<file path="config.mk">
export PLATFORM = sky130hd
export DESIGN_NAME = data_burst_controller
export DESIGN_NICKNAME = d
export VERILOG_FILES = /design/src/rtl/data_burst_controller_pkg.sv /design/src/rtl/burst_splitter.sv /design/src/rtl/data_burst_controller.sv
export SDC_FILE = /design/constraint.sdc
export NUM_CORES = 1
export LEC_CHECK = 0
export ABC_AREA = 1
export BUFFER_PORTS_ARGS = -buffer_cell sky130_fd_sc_hd__buf_2
export CORE_UTILIZATION = 50
export CTS_CLUSTER_DIAMETER = 100
export DETAILED_ROUTE_END_ITERATION = 16
export PLACE_DENSITY = 0.74
export SLEW_MARGIN = 0
export SYNTH_ARGS = -nofsm -noshare
export SYNTH_HDL_FRONTEND = slang
export SYNTH_HIERARCHICAL = 1
export SYNTH_SLANG_ARGS = --single-unit
</file>
<file path="constraint.sdc">
create_clock -name clk -period 5.14 [get_ports clk]
set_input_delay 1.542 -clock clk [delete_from_list [all_inputs] [get_ports clk]]
set_output_delay 1.542 -clock clk [all_outputs]
set_load 0.05 [all_outputs]
</file>
<file path="src/rtl/data_burst_controller_pkg.sv">
// Shared types and sizing for the data burst controller.
// Imported by the splitter and the top-level FSM.
package data_burst_controller_pkg;

  localparam int DATA_W     = 8;
  localparam int ADDR_W     = 9;
  localparam int BANK_DEPTH = 256;
  localparam int PTR_W      = $clog2(BANK_DEPTH);

  typedef enum logic [2:0] {
    IDLE,
    WR_DATA,
    RD_CMD,
    RD_DATA,
    GAP,
    DONE
  } state_t;

  // A zero burst limit still has to make progress.
  function automatic logic [DATA_W-1:0] eff_max(
    input logic [DATA_W-1:0] m
  );
    return (m == '0) ? DATA_W'(1) : m;
  endfunction

endpackage

</file>
<file path="src/rtl/burst_splitter.sv">
// Sizes the next burst: beats = min(remaining, limit),
// and what is left once that burst has completed.
module burst_splitter
  import data_burst_controller_pkg::*;
(
  input  logic [DATA_W-1:0] remaining,
  input  logic [DATA_W-1:0] max_burst,
  output logic [DATA_W-1:0] beats,
  output logic [DATA_W-1:0] rest
);

  logic [DATA_W-1:0] lim;

  always_comb begin
    lim   = eff_max(max_burst);
    beats = (remaining < lim) ? remaining : lim;
    rest  = remaining - beats;
  end

endmodule

</file>
<file path="src/rtl/data_burst_controller.sv">
// Moves bytes between the register bank and a burst bus,
// splitting a transfer into bursts of bounded length.
module data_burst_controller
  import data_burst_controller_pkg::*;
(
  input  logic              clk,
  input  logic              rst_n,
  input  logic              rb_db_start,
  input  logic [DATA_W-1:0] rb_db_length,
  input  logic [DATA_W-1:0] rb_db_max_burst_size,
  input  logic              rb_db_rw,
  input  logic [DATA_W-1:0] rb_db_data,
  input  logic              rb_db_ack,
  output logic              db_rb_req,
  output logic [ADDR_W-1:0] db_rb_addr,
  output logic [DATA_W-1:0] db_rb_data,
  output logic              db_rb_rd_done,
  output logic              db_rb_idle,
  output logic              db_bs_valid,
  output logic              db_bs_rw,
  output logic [DATA_W-1:0] db_bs_len,
  output logic              db_bs_first,
  output logic              db_bs_last,
  output logic [DATA_W-1:0] db_bs_wdata,
  input  logic              bs_db_ready,
  input  logic              bs_db_rvalid,
  input  logic [DATA_W-1:0] bs_db_rdata
);

  state_t st, nxt;

  logic [PTR_W-1:0]  ptr;
  logic [DATA_W-1:0] remaining;
  logic [DATA_W-1:0] max_q;
  logic              rw_q;
  logic [DATA_W-1:0] cur_len;
  logic [DATA_W-1:0] beat_cnt;
  logic              last_burst;

  logic              capture;
  logic              load;
  logic              beat;
  logic              last_beat;

  logic [DATA_W-1:0] sp_rem;
  logic [DATA_W-1:0] sp_max;
  logic [DATA_W-1:0] sp_beats;
  logic [DATA_W-1:0] sp_rest;

  // The first burst is sized straight from the start inputs.
  assign sp_rem = (st == IDLE) ? rb_db_length : remaining;
  assign sp_max = (st == IDLE) ? rb_db_max_burst_size : max_q;

  burst_splitter u_split (
    .remaining (sp_rem),
    .max_burst (sp_max),
    .beats     (sp_beats),
    .rest      (sp_rest)
  );

  assign last_beat = (beat_cnt == cur_len - DATA_W'(1));

  always_comb begin
    nxt           = st;
    capture       = 1'b0;
    load          = 1'b0;
    beat          = 1'b0;
    db_rb_req     = 1'b0;
    db_rb_addr    = '0;
    db_rb_data    = '0;
    db_rb_rd_done = 1'b0;
    db_rb_idle    = 1'b0;
    db_bs_valid   = 1'b0;
    db_bs_rw      = 1'b0;
    db_bs_len     = '0;
    db_bs_first   = 1'b0;
    db_bs_last    = 1'b0;
    db_bs_wdata   = '0;
    unique case (st)
      IDLE: begin
        db_rb_idle = 1'b1;
        if (rb_db_start) begin
          capture = 1'b1;
          load    = 1'b1;
          if (rb_db_length == '0) nxt = DONE;
          else if (rb_db_rw)      nxt = WR_DATA;
          else                    nxt = RD_CMD;
        end
      end
      WR_DATA: begin
        db_bs_valid = 1'b1;
        db_bs_rw    = 1'b1;
        db_bs_len   = cur_len;
        db_bs_first = (beat_cnt == '0);
        db_bs_last  = last_beat;
        db_bs_wdata = rb_db_data;
        db_rb_req   = 1'b1;
        db_rb_addr  = {1'b0, ptr};
        if (bs_db_ready) begin
          beat = 1'b1;
          if (last_beat) nxt = last_burst ? DONE : GAP;
        end
      end
      RD_CMD: begin
        db_bs_valid = 1'b1;
        db_bs_len   = cur_len;
        db_bs_first = 1'b1;
        if (bs_db_ready) nxt = RD_DATA;
      end
      RD_DATA: begin
        db_bs_len = cur_len;
        if (bs_db_rvalid) begin
          db_rb_req  = 1'b1;
          db_rb_addr = {1'b0, ptr};
          db_rb_data = bs_db_rdata;
          db_bs_last = last_beat;
          beat       = 1'b1;
          if (last_beat) nxt = last_burst ? DONE : GAP;
        end
      end
      GAP: begin
        load = 1'b1;
        nxt  = rw_q ? WR_DATA : RD_CMD;
      end
      DONE: begin
        db_rb_rd_done = ~rw_q;
        nxt           = IDLE;
      end
      default: nxt = IDLE;
    endcase
  end

  always_ff @(posedge clk or negedge rst_n) begin
    if (!rst_n) begin
      st         <= IDLE;
      ptr        <= '0;
      remaining  <= '0;
      max_q      <= '0;
      rw_q       <= 1'b0;
      cur_len    <= '0;
      beat_cnt   <= '0;
      last_burst <= 1'b0;
    end else begin
      st <= nxt;
      if (capture) begin
        remaining <= rb_db_length;
        max_q     <= rb_db_max_burst_size;
        rw_q      <= rb_db_rw;
        ptr       <= '0;
      end
      if (load) begin
        cur_len    <= sp_beats;
        last_burst <= (sp_rest == '0);
        beat_cnt   <= '0;
      end
      if (beat) begin
        ptr       <= ptr + PTR_W'(1);
        remaining <= remaining - DATA_W'(1);
        beat_cnt  <= beat_cnt + DATA_W'(1);
      end
    end
  end

  // Read beats have no retry path, so an unaccepted one is lost.
  always @(posedge clk) begin
    if (rst_n && st == RD_DATA && bs_db_rvalid)
      rd_ack_chk: assert (rb_db_ack);
    if (rst_n && beat)
      ptr_wrap_chk: assert (ptr != '1);
  end

endmodule

</file>
# --- Word level (Yosys, flattened, before mapping) ---
# Cells that the tools add are included.
word_totals:
  reg_bits: 45
  inputBits: 39
classes:
  add_sub_neg: 5
  n_lt_le_gt_ge: 1
  eq_ne: 10
  muxes: 40
  bitwise: 1
  reduce_logical: 10
ops:
  columns: ["cell", "n"]
  rows:
  - ["two-way mux 8 bit", 15]
  - ["logical NOT 8 bit", 4]
  - ["two-way mux 3 bit", 6]
  - ["adder 8 x 1 -> 8 bit (second input constant)", 2]
  - ["case mux 8 bit (2 select lines)", 1]
  - ["subtractor 8 x 1 -> 8 bit (second input constant)", 2]
  - ["case mux 3 bit (5 select lines)", 1]
  - ["two-way mux 1 bit", 10]
  - ["case mux 1 bit (2 select lines)", 5]
  - ["== test 8 bit", 1]
  - ["less-than comparator 8 bit", 1]
  - ["!= test 2 bit (second input constant)", 4]
  - ["subtractor 8 bit", 1]
  - ["== test 3 x 2 -> 1 bit (second input constant)", 2]
  - ["== test 3 bit (second input constant)", 2]
  - ["two-way mux 2 bit", 2]
  - ["AND reduction 4 bit", 1]
  - ["nonzero test 2 bit", 2]
  - ["== test 3 x 1 -> 1 bit (second input constant)", 1]
  - ["logical NOT 3 bit", 1]
  - ["OR reduction 3 bit", 1]
  - ["OR reduction 2 bit", 1]
  - ["inverter 1 bit", 1]

# --- Logic depth before layout (Yosys ltp) ---
# Gate-level depths: netlist (run 1).
logic_depth:
  depth_word: 8
  mapped_depth: 32
  mapped_depth_nobuf: 30

# --- Cells and area by module ---
# Netlist (run 1), hierarchy kept.
modules_own_cells:
  columns: ["mod", "n_inst", "cells_each", "area_per_inst_um2", "seq_area_each_um2"]
  rows:
  - ["data_burst_controller", 1, 437, 2944.1, 1126.1]
  - ["burst_splitter", 1, 107, 626.9, 0.0]

# --- Worst setup path before layout (run 1) ---
# No wires, ideal clock.
synth_path:
  path_type: "input-to-reg"
  startpoint: "in rb_db_max_burst_size[5]"
  endpoint: "reg last_burst"
  setup_ns: 0.083
  arrival_ns: 4.851
  t_required_ns: 5.057
  setup_slack_ns: 0.206
  path_stages: 24
  path_buffers: 1
  path_cell_list: "inv_1 o21ai_0 inv_1 ha_1 a21oi_1 nor2_1 a211oi_1 nand2_4 buf_4 nand2_1 o21ai_0 ha_1 nand2_1 o21ai_0 a21oi_1 o21ai_0 nand3_1 nand2_1 nand2_1 nand3_1 nand2_1 nor4_1 nand2_1 o21ai_0"
synth_between:
  elab_chain_cells: 7
synth_lines:
  columns: ["element", "line_no", "text"]
  rows:
  - ["start, declared", "data_burst_controller.sv:10", "input logic [DATA_W-1:0] rb_db_max_burst_size,"]
  - ["two-way mux 8 bit (*)", "data_burst_controller.sv:52", "assign sp_max = (st == IDLE) ? rb_db_max_burst_size : max_q;"]
  - ["named net sp_max[5]", "data_burst_controller.sv:46", "logic [DATA_W-1:0] sp_max;"]
  - ["logical NOT 8 bit", "data_burst_controller_pkg.sv:23", "return (m == '0) ? DATA_W'(1) : m;"]
  - ["two-way mux 8 bit (*)", "data_burst_controller_pkg.sv:23", null]
  - ["less-than comparator 8 bit", "burst_splitter.sv:16", "beats = (remaining < lim) ? remaining : lim;"]
  - ["two-way mux 8 bit (*)", "burst_splitter.sv:16", null]
  - ["subtractor 8 bit (*)", "burst_splitter.sv:17", "rest = remaining - beats;"]
  - ["named net sp_rest[7]", "data_burst_controller.sv:48", "logic [DATA_W-1:0] sp_rest;"]
  - ["logical NOT 8 bit (*)", "data_burst_controller.sv:153", "last_burst <= (sp_rest == '0);"]
  - ["end signal, assigned", "data_burst_controller.sv:153", null]
  - ["end, declared", "data_burst_controller.sv:38", "logic last_burst;"]
# Mark *: on every way through the listed nets, which the timed path passes. The rest lies on a longest branch.
# A chain may end at the register's enable or synchronous reset.

# --- Worst setup path in the final report (run 1) ---
layout_path:
  startpoint: "in rb_db_length[5]"
  endpoint: "reg last_burst"
layout_between:
  elab_chain_cells: 5
layout_lines:
  columns: ["element", "line_no", "text"]
  rows:
  - ["start, declared", "data_burst_controller.sv:9", "input logic [DATA_W-1:0] rb_db_length,"]
  - ["two-way mux 8 bit (*)", "data_burst_controller.sv:51", "assign sp_rem = (st == IDLE) ? rb_db_length : remaining;"]
  - ["named net sp_rem[5]", "data_burst_controller.sv:45", "logic [DATA_W-1:0] sp_rem;"]
  - ["less-than comparator 8 bit", "burst_splitter.sv:16", null]
  - ["two-way mux 8 bit", "burst_splitter.sv:16", null]
  - ["subtractor 8 bit (*)", "burst_splitter.sv:17", null]
  - ["named net sp_rest[7]", "data_burst_controller.sv:48", null]
  - ["logical NOT 8 bit (*)", "data_burst_controller.sv:153", null]
# Marks and branches as above.

==> impl_results.md, run 1 <==
* Status: complete, no violations
* Routed Antenna Nets at 0
* FF+latch count, synth at between 40 and 50
* Crit start category: primary input
* Tot GR Track Use at 0.2336
* Hold depth at 1
* Max Slew Vio Count at 0
* First-pass GRT wire length at about 14000 µm
* Buffers on Ports at 76
* Fin. Hold Viols at 0
* Max-Cap Viols at 0
* Critical Setup Path Class: primary input to flip-flop
* Post-route insts no fill at a little over 700
* Netlist cell types at 39
* Worst slew margin at 0.3197
* Drt wl/cell at about 12 µm
* Via-to-Cell Ratio at between 4 and 5
* Initial DRC Count at 182
* Synth Instances at approximately 540
* Die Area at 0.007484 mm²
* Worst path required time at around 5.4 ns
* Reg2reg path depth at 23
* Ratio of final minimum period to clock period at 0.9253
* Via Count at between 3000 and 4000
* Cts-stage hold buffer count at 0
* Setup bufs post-CTS at 0
* TritonCTS clock tree: built
* Cell taking the most area after synthesis: dfrtp_1
* Top cells by count, synth: nand2_1 (136), inv_1 (98), nor2_1 (72)
* TNS Setup at 0 ns
* Max Root-Sink Buffers at 2
* Mapped cell area at about 0.0036 mm²
* Most numerous cell in the Yosys netlist: nand2_1
* Largest net degree at the start of global routing at 46
* # resized after CTS at 0
* Yosys Warn Count at 6
* Routability Congestion at 0.8522
* Area grow syn2layout at 16.08%
* IO Pins at around 80
* Ranking of synthesized cells by area: dfrtp_1 (32%), nand2_1 (14%), inv_1 (10%)
* Reg clk slew, reported paths at roughly 0.09 ns
* Vias in the first global route at between 3000 and 4000
* Htree depth at 2
* DP Worst Slack at about 0.084 ns
* Worst Max-Slew Pin Slew at a little over 1 ns
* Final setup margin at approximately 0.38 ns
* Final setup fails at 0
* Crit end category: flip-flop
* Final wirelength at roughly 8300 µm
* Highest Clock Rate at about 210 MHz
* Share of layout cells above drive strength 1 at 0.1798
* Antenna cells at 0
* Worst skew pair latency at roughly 0.30 ns
* Total global routing overflow at 0
* Register area share after synthesis at 0.3153
* Worst EP arrival at slightly below 5 ns
* Placeable Area at slightly below 0.007 mm²
* FFs w/ async S/R, synth at 1.000
* Crit-path max FO at 9
* Tightest Hold Check Type: flip-flop to flip-flop
* CTS Root Cell: clkbuf_8
* RSZ-0062 raised after global routing: no
* Die Ht at about 87 µm
* Post-layout minimum cycle time at between 4 and 5 ns
* Setup slack, reg-to-reg at about 0.66 ns
* Clock sink total at 45
* Post-synth EDFFs at 0
* NumNets Final at between 600 and 700
* Rows at 30
* DR pass1 iterations at 5
* Main synth FF type: dfrtp_1
* Avg Inst Size Synth at roughly 6.6 µm²
* Die X at slightly below 90 µm
* Post-DP HPWL at around 6600 µm
* Placed Instances at 712
* Initial antenna violation count at 0
* Syn nets at 602
* Final Skew at just under 0.01 ns
* DRC Markers at 0
* Starting Density at 0.5227
* Cts bufs inserted at 5
* Yosys top cell area share at 0.3153
## area by class of cell
cell class                 instances  area (µm²)
fill                             699        2686
multi-input combinational        384        1971
inverter                         100       375.4
clock buffer                       6       82.58
tap                               96       120.1
timing repair buffer              87       462.9
clock inverter                     1       7.507
sequential                        45        1126
## critical path, cell delays in order
cell and delay (ns):
buf_2 0.07, inv_1 0.06, o21ai_0 0.34, ha_1 0.32, a21oi_1 0.15, nor2_1 0.05, a211oi_1 0.36, nand2_4 0.13
nand2_1 0.08, o21ai_0 0.10, ha_1 0.38, nand2_1 0.06, o21ai_0 0.20, a21oi_1 0.09, o21ai_0 0.24, nand3_1 0.11
nand2_1 0.06, nand2_1 0.06, nand3_1 0.07, nand2_1 0.06, nor4_1 0.17, nand2_1 0.10, o21ai_0 0.15
## worst paths after layout
kind	start	end
min in group asynchronous	rst_n	max_q[1]$_DFFE_PN0P_
hold reg to reg	ptr[7]$_DFFE_PN0P_	ptr[7]$_DFFE_PN0P_
setup / recovery	rb_db_length[5]	last_burst$_DFFE_PN0P_
hold / removal	ptr[7]$_DFFE_PN0P_	ptr[7]$_DFFE_PN0P_
setup reg to reg	st[1]$_DFFE_PN0P_	last_burst$_DFFE_PN0P_
max in group asynchronous	rst_n	cur_len[5]$_DFFE_PN0P_
## state kept, by name (all words and copies together) (netlist names)
register / cells
rw_q: 1
cur_len: 8
max_q: 8
beat_cnt: 8
last_burst: 1
st: 3
ptr: 8
remaining: 8
## cells in the final DEF (no fill, tap or decap), drive strengths merged, types with 5 or more instances in the layout
cell	count
nor2	76
nand3	25
inv	100
xor2	6
nand2	139
o21ai	54
a21oi	24
xnor2	5
buf	87
ha	18
dfrtp	45
o22ai	8
clkbuf	6
## per-stage QoR
step / area [µm²] / hold WS [ns] / utilization
5_1_grt: 4145 / 0.5106 / 0.6068
6_report: 4145 / 0.4873 / 0.6068
4_1_cts: 4145 / 0.4964 / 0.6068
3_5_place_dp: 4055 / 0.4747 / 0.5936
2_1_floorplan: 3571 / 0.4402 / -
3_3_place_gp: 4055 / 0.4562 / 0.5936
## metal layers
metal  GRT usage  part of all wire  routed length (µm)
met5           0                 0                   0
met3     0.03714             0.032                 266
met2      0.4033              0.48                3934
met1      0.3059              0.48                3997
met4     0.06061            0.0092                  76
## cells by family (layout without fill, tap and decap cells)
| logic type | count (synthesis) | count (layout) | share of synthesized area |
|---|---|---|---|
| and+or+nand+nor | 254 | 254 | 0.2964 |
| buffers and inverters | 115 | 194 | 0.1328 |
| AOI/OAI and AO/OA | 99 | 99 | 0.1587 |
| DFF | 45 | 45 | 0.3153 |
| adders and majority gates | 19 | 19 | 0.06868 |
| xor gates and xnor gates | 11 | 11 | 0.02698 |
| other | 1 | 1 | 0.001050 |
Power of run 1 is left out: the tool's default activity adds up to more than one toggle a clock period on the data nets, which glitch-free logic cannot reach.
==> inputs of run 2 (changes only) <==
PLACE_DENSITY = 0.8   (was 0.74)
==> impl_results.md, run 2 (synthesis gave the netlist of run 1 again) <==
* Tightest Hold Check Type: flip-flop to flip-flop
* Max Slew Vio Count at 0
* Crit-path max FO at 11
* Commonest non-fill, non-tap cell in the layout: nand2_1
* Highest Clock Rate at between 200 and 250 MHz
* Cts bufs inserted at 5
* Clock sink total at 45
* Crit start category: primary input
* Commonest non-fill, non-tap cells in the layout: nand2_1 (136), inv_1 (98), buf_2 (76), nor2_1 (72), o21ai_0 (47)
* Reg clk slew, reported paths at ~0.090 ns
* Via-to-Cell Ratio at 5.058
* Fin. Hold Viols at 0
* Final wirelength at about 8400 µm
* Placeable Area at between 0.006 and 0.007 mm²
* Share of layout cells above drive strength 1 at 0.1801
* Drt wl/cell at ~12 µm
* RSZ-0062 raised after global routing: no
* Post-DP HPWL at 6524 µm
* Final setup fails at 0
* Worst skew pair latency at roughly 0.30 ns
* Tot GR Track Use at 0.2404
* Antenna cells at 0
* Worst Max-Slew Pin Slew at around 1.0 ns
* First-pass GRT wire length at 14480 µm
* Die Ht at 86.51 µm
* TritonCTS clock tree: built
* # resized after CTS at 0
* Worst slew margin at 0.3224
* Vias in the first global route at between 3000 and 4000
* Total global routing overflow at 0
* DRC Markers at 0
* Die X at around 87 µm
* Worst EP arrival at slightly below 5 ns
* Starting Density at 0.5227
* Die Area at 0.007484 mm²
* Max-Cap Viols at 0
* Via Count at about 3600
* Htree depth at 2
* Initial antenna violation count at 0
* Crit end category: flip-flop
* TNS Setup at 0 ns
* DR pass1 iterations at 5
* Critical Setup Path Class: primary input to flip-flop
* Cts-stage hold buffer count at 0
* Buffers on Ports at between 70 and 80
* Final Skew at approximately 0.0029 ns
* Worst path required time at around 5.4 ns
* Setup bufs post-CTS at 0
* CTS Root Cell: clkbuf_8
* NumNets Final at between 600 and 700
* Status: complete, no violations
* IO Pins at approximately 80
* Largest net degree at the start of global routing at 46
* Ratio of final minimum period to clock period at 0.9186
* Routed Antenna Nets at 0
* Max Root-Sink Buffers at 2
* Routability Congestion at 0.8639
* Area grow syn2layout at 15.70%
* Post-layout minimum cycle time at 4.722 ns
* Initial DRC Count at 164
* Rows at 30
[run 2: changes by cell type in the layout (fill, tap and decap cells not counted)]
cell,before,now
a211oi_1,2,1
a211oi_2,0,1
buf_4,11,9
clkbuf_8,6,5
clkinv_2,0,2
o21ai_0,48,47
o21ai_1,3,4
[run 2: path summary, 6_finish.rpt]
path	cells after the start	slack [ns]	start	end
max	22	0.42	rb_db_max_burst_size[5]	last_burst$_DFFE_PN0P_
min	1	0.47	ptr[7]$_DFFE_PN0P_	ptr[7]$_DFFE_PN0P_
max reg2reg	22	0.65	st[1]$_DFFE_PN0P_	last_burst$_DFFE_PN0P_
min reg2reg	1	0.47	ptr[7]$_DFFE_PN0P_	ptr[7]$_DFFE_PN0P_
max in group asynchronous	1	3.11	rst_n	beat_cnt[6]$_DFFE_PN0P_
min in group asynchronous	1	1.41	rst_n	max_q[0]$_DFFE_PN0P_
[run 2: metal layers]
| layer | global-route usage | vias up | wire (µm) |
|---|---|---|---|
| met2 | 0.4394 | 103 | 4275 |
| met1 | 0.2944 | 1645 | 3576 |
| met5 | 0 | - | 0 |
| met4 | 0.07121 | 0 | 128 |
| met3 | 0.03238 | 16 | 418 |
| li1 | - | 1868 | - |
[run 2: area by class of cell]
| type | instances | area [µm²] |
|---|---|---|
| Sequential cell | 45 | 1126 |
| Fill cell | 668 | 2700 |
| Clock buffer | 5 | 68.82 |
| Timing Repair Buffer | 85 | 447.9 |
| Multi-Input combinational cell | 384 | 1976 |
| Inverter | 100 | 375.4 |
| Tap cell | 96 | 120.1 |
| Clock inverter | 3 | 17.52 |
[run 2: critical path, cell delays in order]
cell,delay (ns)
buf_2,0.08
inv_1,0.03
o21ai_0,0.23
inv_1,0.12
ha_1,0.30
a21oi_1,0.16
nor2_1,0.07
a211oi_2,0.23
nand2_4,0.11
buf_4,0.18
nand2_1,0.06
o21ai_0,0.12
ha_1,0.38
nand2_1,0.09
nor2_1,0.05
a211oi_1,0.33
o21ai_0,0.17
a21boi_2,0.17
xnor2_1,0.07
nor4_1,0.17
nand2_1,0.09
o21ai_0,0.16
[run 2: per-stage QoR]
stage	hold slack [ns]	setup WS, ns	utilization	area (µm²)	instances
6_report	0.4741	0.4183	0.6048	4131	718
5_1_grt	0.5039	0.1166	0.6048	4131	718
4_1_cts	0.4788	0.2829	0.6040	4126	718
3_5_place_dp	0.4657	0.02571	0.5914	4040	710
3_3_place_gp	0.4541	0.1652	0.5914	4040	710
2_1_floorplan	0.4402	0.2065	-	3571	544
Power of run 2 is left out for the same reason.
